`src/rtl/dp_pkg.sv`:
```
// dp_pkg -- shared definitions for the multi-cycle datapath.
//
// Contents:
//   OP_*        3-bit opcode encodings
//   dpState_e   controller state enum (IDLE, FETCH, EXEC, [MUL,] WB)
//   MUL_EN      1 when the iterative multiplier is built in
//   opIsLegal   tells whether an opcode is executable in this build
//
// Configuration macro: DP_MUL_EN. When it is defined, the MUL state and
// the MUL opcode exist. When it is not defined, MUL is an illegal opcode
// and MFHI reads zero.

package dp_pkg;

    localparam logic [2:0] OP_ADD  = 3'b000;
    localparam logic [2:0] OP_SUB  = 3'b001;
    localparam logic [2:0] OP_AND  = 3'b010;
    localparam logic [2:0] OP_OR   = 3'b011;
    localparam logic [2:0] OP_ADDI = 3'b100;
    localparam logic [2:0] OP_SHL  = 3'b101;
    localparam logic [2:0] OP_MUL  = 3'b110;
    localparam logic [2:0] OP_MFHI = 3'b111;

`ifdef DP_MUL_EN
    localparam bit MUL_EN = 1'b1;
`else
    localparam bit MUL_EN = 1'b0;
`endif

    typedef enum logic [2:0] {
        IDLE  = 3'd0,
        FETCH = 3'd1,
        EXEC  = 3'd2,
`ifdef DP_MUL_EN
        MUL   = 3'd3,
`endif
        WB    = 3'd4
    } dpState_e;

    // MUL is the only opcode that can be missing from a build.
    function automatic logic opIsLegal(input logic [2:0] op);
        return MUL_EN || (op != OP_MUL);
    endfunction

endpackage

```
`src/rtl/dp_seq_mul.sv`:
```
// dp_seq_mul -- unsigned shift-add multiplier, one partial product per cycle.
//
// Ports:
//   clock  rising-edge clock
//   clear  asynchronous active-high reset
//   start  load a/b and begin (ignored while busy)
//   a, b   DATA_W-bit unsigned operands
//   busy   high while the DATA_W iteration steps are running
//   done   high during the last iteration cycle; {hi,lo} is final after it
//   hi,lo  2*DATA_W-bit product
//
// Only built when the DP_MUL_EN macro is defined.

`ifdef DP_MUL_EN
module dp_seq_mul #(
    parameter int DATA_W = 32
) (
    input  logic              clock,
    input  logic              clear,
    input  logic              start,
    input  logic [DATA_W-1:0] a,
    input  logic [DATA_W-1:0] b,
    output logic              busy,
    output logic              done,
    output logic [DATA_W-1:0] hi,
    output logic [DATA_W-1:0] lo
);

    localparam int CNT_W = $clog2(DATA_W);

    logic [CNT_W-1:0]  stepCount;
    logic [DATA_W-1:0] multiplicand;
    logic [DATA_W:0]   partialSum;

    // lo starts as the multiplier and is shifted out one bit per step, so
    // lo[0] always holds the multiplier bit for the current step.
    assign partialSum = {1'b0, hi} + (lo[0] ? {1'b0, multiplicand} : '0);
    assign done       = busy && (stepCount == CNT_W'(DATA_W - 1));

    // One step per busy cycle: add, then shift the whole {hi,lo} pair right
    // with the carry entering at the top.
    always_ff @(posedge clock or posedge clear) begin
        if (clear) begin
            busy         <= 1'b0;
            stepCount    <= '0;
            multiplicand <= '0;
            hi           <= '0;
            lo           <= '0;
        end else if (start && !busy) begin
            busy         <= 1'b1;
            stepCount    <= '0;
            multiplicand <= a;
            hi           <= '0;
            lo           <= b;
        end else if (busy) begin
            {hi, lo}  <= {partialSum, lo[DATA_W-1:1]};
            stepCount <= stepCount + 1'b1;
            if (done) begin
                busy <= 1'b0;
            end
        end
    end

endmodule
`endif

```
`src/rtl/mc_datapath.sv`:
```
// mc_datapath -- multi-cycle register-file datapath with a small controller.
//
// Ports:
//   clock             rising-edge clock
//   clear             asynchronous active-high reset
//   start             run one instruction (accepted only in IDLE)
//   op, ra, rb, rc    opcode, destination, source A, source B
//   imm               16-bit immediate, sign-extended for ADDI
//   ld_en/ld_addr/ld_data  external register load (IDLE with start low only)
//   dbg_addr/dbg_data combinational register read port
//   busy              high in every non-IDLE state
//   done              one-cycle pulse in WB
//   err               one-cycle pulse with done for an illegal opcode
//
// Configuration macro: DP_MUL_EN builds the iterative multiplier, the MUL
// state and the HI register. Without it, opcode 110 is illegal and MFHI
// writes zero.

module mc_datapath
    import dp_pkg::*;
#(
    parameter int DATA_W = 32,
    parameter int NREGS  = 16
) (
    input  logic                     clock,
    input  logic                     clear,
    input  logic                     start,
    input  logic [2:0]               op,
    input  logic [$clog2(NREGS)-1:0] ra,
    input  logic [$clog2(NREGS)-1:0] rb,
    input  logic [$clog2(NREGS)-1:0] rc,
    input  logic [15:0]              imm,
    input  logic                     ld_en,
    input  logic [$clog2(NREGS)-1:0] ld_addr,
    input  logic [DATA_W-1:0]        ld_data,
    input  logic [$clog2(NREGS)-1:0] dbg_addr,
    output logic [DATA_W-1:0]        dbg_data,
    output logic                     busy,
    output logic                     done,
    output logic                     err
);

    localparam int RA_W = $clog2(NREGS);
    localparam int SH_W = $clog2(DATA_W);

    dpState_e          state;
    dpState_e          nextState;

    logic [2:0]        opReg;
    logic [RA_W-1:0]   raReg;
    logic [RA_W-1:0]   rbReg;
    logic [RA_W-1:0]   rcReg;
    logic [15:0]       immReg;

    logic [DATA_W-1:0] regFile [NREGS];
    logic [DATA_W-1:0] ry;
    logic [DATA_W-1:0] z;
    logic [DATA_W-1:0] operandB;
    logic [DATA_W-1:0] aluResult;
    logic [DATA_W-1:0] wbData;
    logic              legalOp;
    logic              wbWrite;
    logic              ldWrite;

`ifdef DP_MUL_EN
    logic              mulStart;
    logic              mulBusy;
    logic              mulDone;
    logic [DATA_W-1:0] mulHi;
    logic [DATA_W-1:0] mulLo;
    logic [DATA_W-1:0] hiReg;
`endif

    assign legalOp  = opIsLegal(opReg);
    assign wbWrite  = (state == WB) && legalOp;
    assign ldWrite  = (state == IDLE) && !start && ld_en;
    assign dbg_data = regFile[dbg_addr];
    assign operandB = (opReg == OP_ADDI) ? DATA_W'($signed(immReg)) : regFile[rcReg];

    // Controller state register; clear aborts any instruction in flight.
    always_ff @(posedge clock or posedge clear) begin
        if (clear) begin
            state <= IDLE;
        end else begin
            state <= nextState;
        end
    end

    // Next state and status outputs. Illegal opcodes follow the normal
    // FETCH/EXEC/WB path; only the register write is suppressed.
    always_comb begin
        nextState = state;
        busy      = (state != IDLE);
        done      = 1'b0;
        err       = 1'b0;
        case (state)
            IDLE: begin
                if (start) begin
                    nextState = FETCH;
                end
            end
            FETCH: begin
                nextState = EXEC;
`ifdef DP_MUL_EN
                if (opReg == OP_MUL) begin
                    nextState = MUL;
                end
`endif
            end
            EXEC: begin
                nextState = WB;
            end
`ifdef DP_MUL_EN
            MUL: begin
                if (mulDone) begin
                    nextState = WB;
                end
            end
`endif
            WB: begin
                done      = 1'b1;
                err       = !legalOp;
                nextState = IDLE;
            end
            default: begin
                nextState = IDLE;
            end
        endcase
    end

    // Instruction fields are captured once so the inputs may change freely
    // while the instruction runs.
    always_ff @(posedge clock or posedge clear) begin
        if (clear) begin
            opReg  <= '0;
            raReg  <= '0;
            rbReg  <= '0;
            rcReg  <= '0;
            immReg <= '0;
        end else if ((state == IDLE) && start) begin
            opReg  <= op;
            raReg  <= ra;
            rbReg  <= rb;
            rcReg  <= rc;
            immReg <= imm;
        end
    end

    // ALU. SHL uses only the low SH_W bits of B, so it can never shift
    // everything out. MUL/MFHI do not use Z, which keeps its value.
    always_comb begin
        aluResult = z;
        case (opReg)
            OP_ADD:  aluResult = ry + operandB;
            OP_SUB:  aluResult = ry - operandB;
            OP_AND:  aluResult = ry & operandB;
            OP_OR:   aluResult = ry | operandB;
            OP_ADDI: aluResult = ry + operandB;
            OP_SHL:  aluResult = ry << operandB[SH_W-1:0];
            default: aluResult = z;
        endcase
    end

    // Operand A is staged in RY during FETCH; the result is staged in Z
    // during EXEC.
    always_ff @(posedge clock or posedge clear) begin
        if (clear) begin
            ry <= '0;
            z  <= '0;
        end else begin
            if (state == FETCH) begin
                ry <= regFile[rbReg];
            end
            if (state == EXEC) begin
                z <= aluResult;
            end
        end
    end

`ifdef DP_MUL_EN
    // The multiplier reads the register file directly in FETCH, so its
    // DATA_W steps line up exactly with the DATA_W cycles spent in MUL.
    assign mulStart = (state == FETCH) && (opReg == OP_MUL) && !mulBusy;

    dp_seq_mul #(
        .DATA_W(DATA_W)
    ) uMul (
        .clock (clock),
        .clear (clear),
        .start (mulStart),
        .a     (regFile[rbReg]),
        .b     (regFile[rcReg]),
        .busy  (mulBusy),
        .done  (mulDone),
        .hi    (mulHi),
        .lo    (mulLo)
    );

    // HI moves only when a multiply completes, so MFHI keeps returning the
    // last product even though the multiplier's own registers are reloaded.
    always_ff @(posedge clock or posedge clear) begin
        if (clear) begin
            hiReg <= '0;
        end else if ((state == WB) && (opReg == OP_MUL)) begin
            hiReg <= mulHi;
        end
    end
`endif

    // Write-back source selection.
    always_comb begin
        wbData = z;
`ifdef DP_MUL_EN
        if (opReg == OP_MUL) begin
            wbData = mulLo;
        end else if (opReg == OP_MFHI) begin
            wbData = hiReg;
        end
`else
        if (opReg == OP_MFHI) begin
            wbData = '0;
        end
`endif
    end

    // Register file. R0 is never written, so it always reads zero. The
    // write-back and the external load occur in different states and can
    // never collide.
    always_ff @(posedge clock or posedge clear) begin
        if (clear) begin
            for (int i = 0; i < NREGS; i++) begin
                regFile[i] <= '0;
            end
        end else if (wbWrite && (raReg != '0)) begin
            regFile[raReg] <= wbData;
        end else if (ldWrite && (ld_addr != '0)) begin
            regFile[ld_addr] <= ld_data;
        end
    end

endmodule

```
`config.mk`:
```
export PLATFORM = sky130hd
export DESIGN_NAME = mc_datapath
export DESIGN_NICKNAME = d
export VERILOG_FILES = /design/src/rtl/dp_pkg.sv /design/src/rtl/dp_seq_mul.sv /design/src/rtl/mc_datapath.sv
export SDC_FILE = /design/constraint.sdc
export NUM_CORES = 2
export LEC_CHECK = 0
export CAP_MARGIN = 20
export CORE_MARGIN = 2
export CORE_UTILIZATION = 55
export DETAILED_ROUTE_END_ITERATION = 8
export PLACE_DENSITY = 0.72
export SETUP_SLACK_MARGIN = 0.05
export SYNTH_ARGS = -nofsm -noshare
export SYNTH_HDL_FRONTEND = slang
export SYNTH_HIERARCHICAL = 1
export SYNTH_SLANG_ARGS = --single-unit
```
`constraint.sdc`:
```
create_clock -name clock -period 25.3 [get_ports clock]
set_input_delay 3.795 -clock clock [delete_from_list [all_inputs] [get_ports clock]]
set_output_delay 3.795 -clock clock [all_outputs]
set_load 0.005 [all_outputs]
```
==> results.toml <==
[status]
run_status = "finished, violations left"
violations = "DRC"

[timing]
fin_crit_sh = 0.429
clock_skew_ns = 0.0325
tightest_slew_ns = 1.16
final_max_slew_viol_count = 0
whs_ns = 0.423
rsz0062_at_grt = "no"
setup_ws_ns = 14.46
post-route-min-period_ns = 10.84
max_freq_mhz = 92.2
setup_tns_ns = 0
hold_viol = 0
slew_headroom = 0.221
setup_viol = 0

[drt]
via_per_inst = 8.31
dr.pass1.iters = 9
wire_per_inst_um = 38.7
drc = 2
ant_nets = 0
wl_um = 173000
first_iter_violations = 6278
vias = 37101

[critical_path]
worstSetupPathType = "in -> out"
cp.required_ns = 21.50
arrival_ns = 7.05
critPathLaunchType = "input port"
cp_max_fo = 66
cp-end-kind = "output pin"
rrSetupSlack_ns = 17.10

[power]
ir_worst_vdd_mv = 0.0933
pwr_density_cell_mw_per_mm2 = 167
p_leak_nw = 19.0

[clock_network]
clock_sinks = 610
clk_path_buf_depth = 3
postCtsSetupBuffers = 0
cts_resized = 0
cts_hold_buf = 0
path_clk_slew_ns = 0.06
clockRootBuffer = "clkbuf_16"
htreeDepth = 3
clock_latency_ns = 0.64
cts_inserted_buffers = 73
cts_tree = "built"

[floorplan]
rows = 100
coreArea_mm2 = 0.0742
start_util = 0.553
ios = 110
die_h_um = 277
die_x_um = 277
dieArea_mm2 = 0.0768

[layout]
nNetsFinal = 3536
area_growth_syn_to_layout_pct = 10.7
drive_gt1_frac = 0.230
fill_cells = 5684

[synthesis]
synth.cell_area_mm2 = 0.0410
yosysWarnings = 6
synth_top_area_frac = 0.372
synth_ff_type = "dfrtp_1"
synth_area_leaders = "dfrtp_1, mux4_2, a221o_1, nor2_1, mux2i_1"
synth_edf_count = 0
ys_types = 84
syn_area_per_cell_um2 = 11.6
yosys.area.top_type = "dfrtp_1"
synthArstFlopShare = 1.00
netlist_instances = 3552
synth_seq_cells = 610
synth_nets = 3662
yosysSeqAreaShare = 0.372

[global_routing]
antenna_found_initial = 18
track_usage = 0.447
grt_max_degree = 171
grt_pass1_vias = 36557
grt_pass1_wl_um = 251000
overflow = 0

[placed_design]
dp_worst_setup_slack_ns = 14.56
globalplace.congestion = 1.02
io_buffers = 109
dp_hpwl_um = 104000

[min_path]
hold_path.class = "reg -> reg"

[flow_run]
cap_viol_max_count = 0
-- layout by cell type (no fill, tap or decap), types with 55 or more instances in the layout --
master and count:
a221o_1 451, dfrtp_1 603, mux2i_1 135, clkbuf_16 73
nor2_1 602, clkdlybuf4s50_1 105, buf_4 98, a21oi_1 104
mux4_2 435, mux2_2 66, o21ai_0 55, nand2_1 149
-- routing by layer --
metal	share of wire	track usage
met1	0.32	0.538
met2	0.42	0.627
met3	0.19	0.251
met4	0.069	0.259
met5	0.0029	0.0306
-- cell families after synthesis --
kind of cell | Yosys count | synth area share
AND/OR/NAND/NOR | 901 | 0.0908
AO/OA/AOI/OAI | 850 | 0.175
multiplexers | 637 | 0.290
flip-flops | 610 | 0.372
buffers and inverters | 440 | 0.0433
adder cells (fa/ha/maj) | 58 | 0.0165
XOR/XNOR | 56 | 0.0120
-- cell type report --
| cell class | instances | area, µm² | area share |
|---|---|---|---|
| Clock inverter | 26 | 350 | 0.00771 |
| Tap cell | 969 | 1210 | 0.0267 |
| Sequential cell | 610 | 15300 | 0.337 |
| Multi-Input combinational cell | 2502 | 24400 | 0.536 |
| Clock buffer | 104 | 2090 | 0.0461 |
| Antenna cell | 12 | 30.0 | 0.000661 |
| Timing Repair Buffer | 215 | 1990 | 0.0438 |
| Inverter | 24 | 97.6 | 0.00215 |
-- registers in the layout, indices dropped and copies added (netlist names) --
signal and flops:
regFile 512, ry 32, z 32, immReg 16, raReg 4, rbReg 4, rcReg 4, opReg 3
state 3
-- worst max-delay path: stages --
cell and delay [ns]:
buf_6 0.56, buf_4 0.90, mux4_2 0.60, mux4_2 0.56
clkdlybuf4s50_1 0.49
-- cell usage after synthesis, types with 30 or more instances --
cell / n
xnor2_1: 37
nor2_1: 615
ha_1: 34
buf_2: 30
nand2_1: 158
a221o_1: 451
clkbuf_1: 323
a32oi_1: 34
a21oi_1: 115
dfrtp_1: 610
mux2_2: 66
mux2i_1: 135
mux4_2: 435
o21ai_0: 55
buf_1: 50
-- worst paths after layout --
kind                              start           end  cells after the start
setup / recovery            dbg_addr[1]  dbg_data[13]                      5
hold / removal             regFile[499]  regFile[499]                      0
setup reg to reg               rcReg[0]         z[31]                     21
hold reg to reg            regFile[499]  regFile[499]                      0
max in group asynchronous         clear      rcReg[2]                      6
min in group asynchronous         clear         z[22]                      2
-- per-stage QoR --
step           cells  cell area (µm²)   util  power [mW]
6_report        4462            45400  0.612        7.56
5_1_grt         4455            45400  0.612        7.84
4_1_cts         4444            45300  0.610        7.35
3_5_place_dp    4314            42800  0.577        6.25
3_3_place_gp    4313            42800  0.577        6.14
2_1_floorplan   3552            41000      -        4.91
-- power by group --
group	switching [mW]	leakage [nW]	total, mW	internal (mW)
clock network	0.454	1.19	1.09	0.640
logic	2.40	9.85	4.41	2.01
registers	0.646	7.95	2.06	1.41
total	3.50	19.0	7.56	4.06
(Power assumes the default switching activity.)
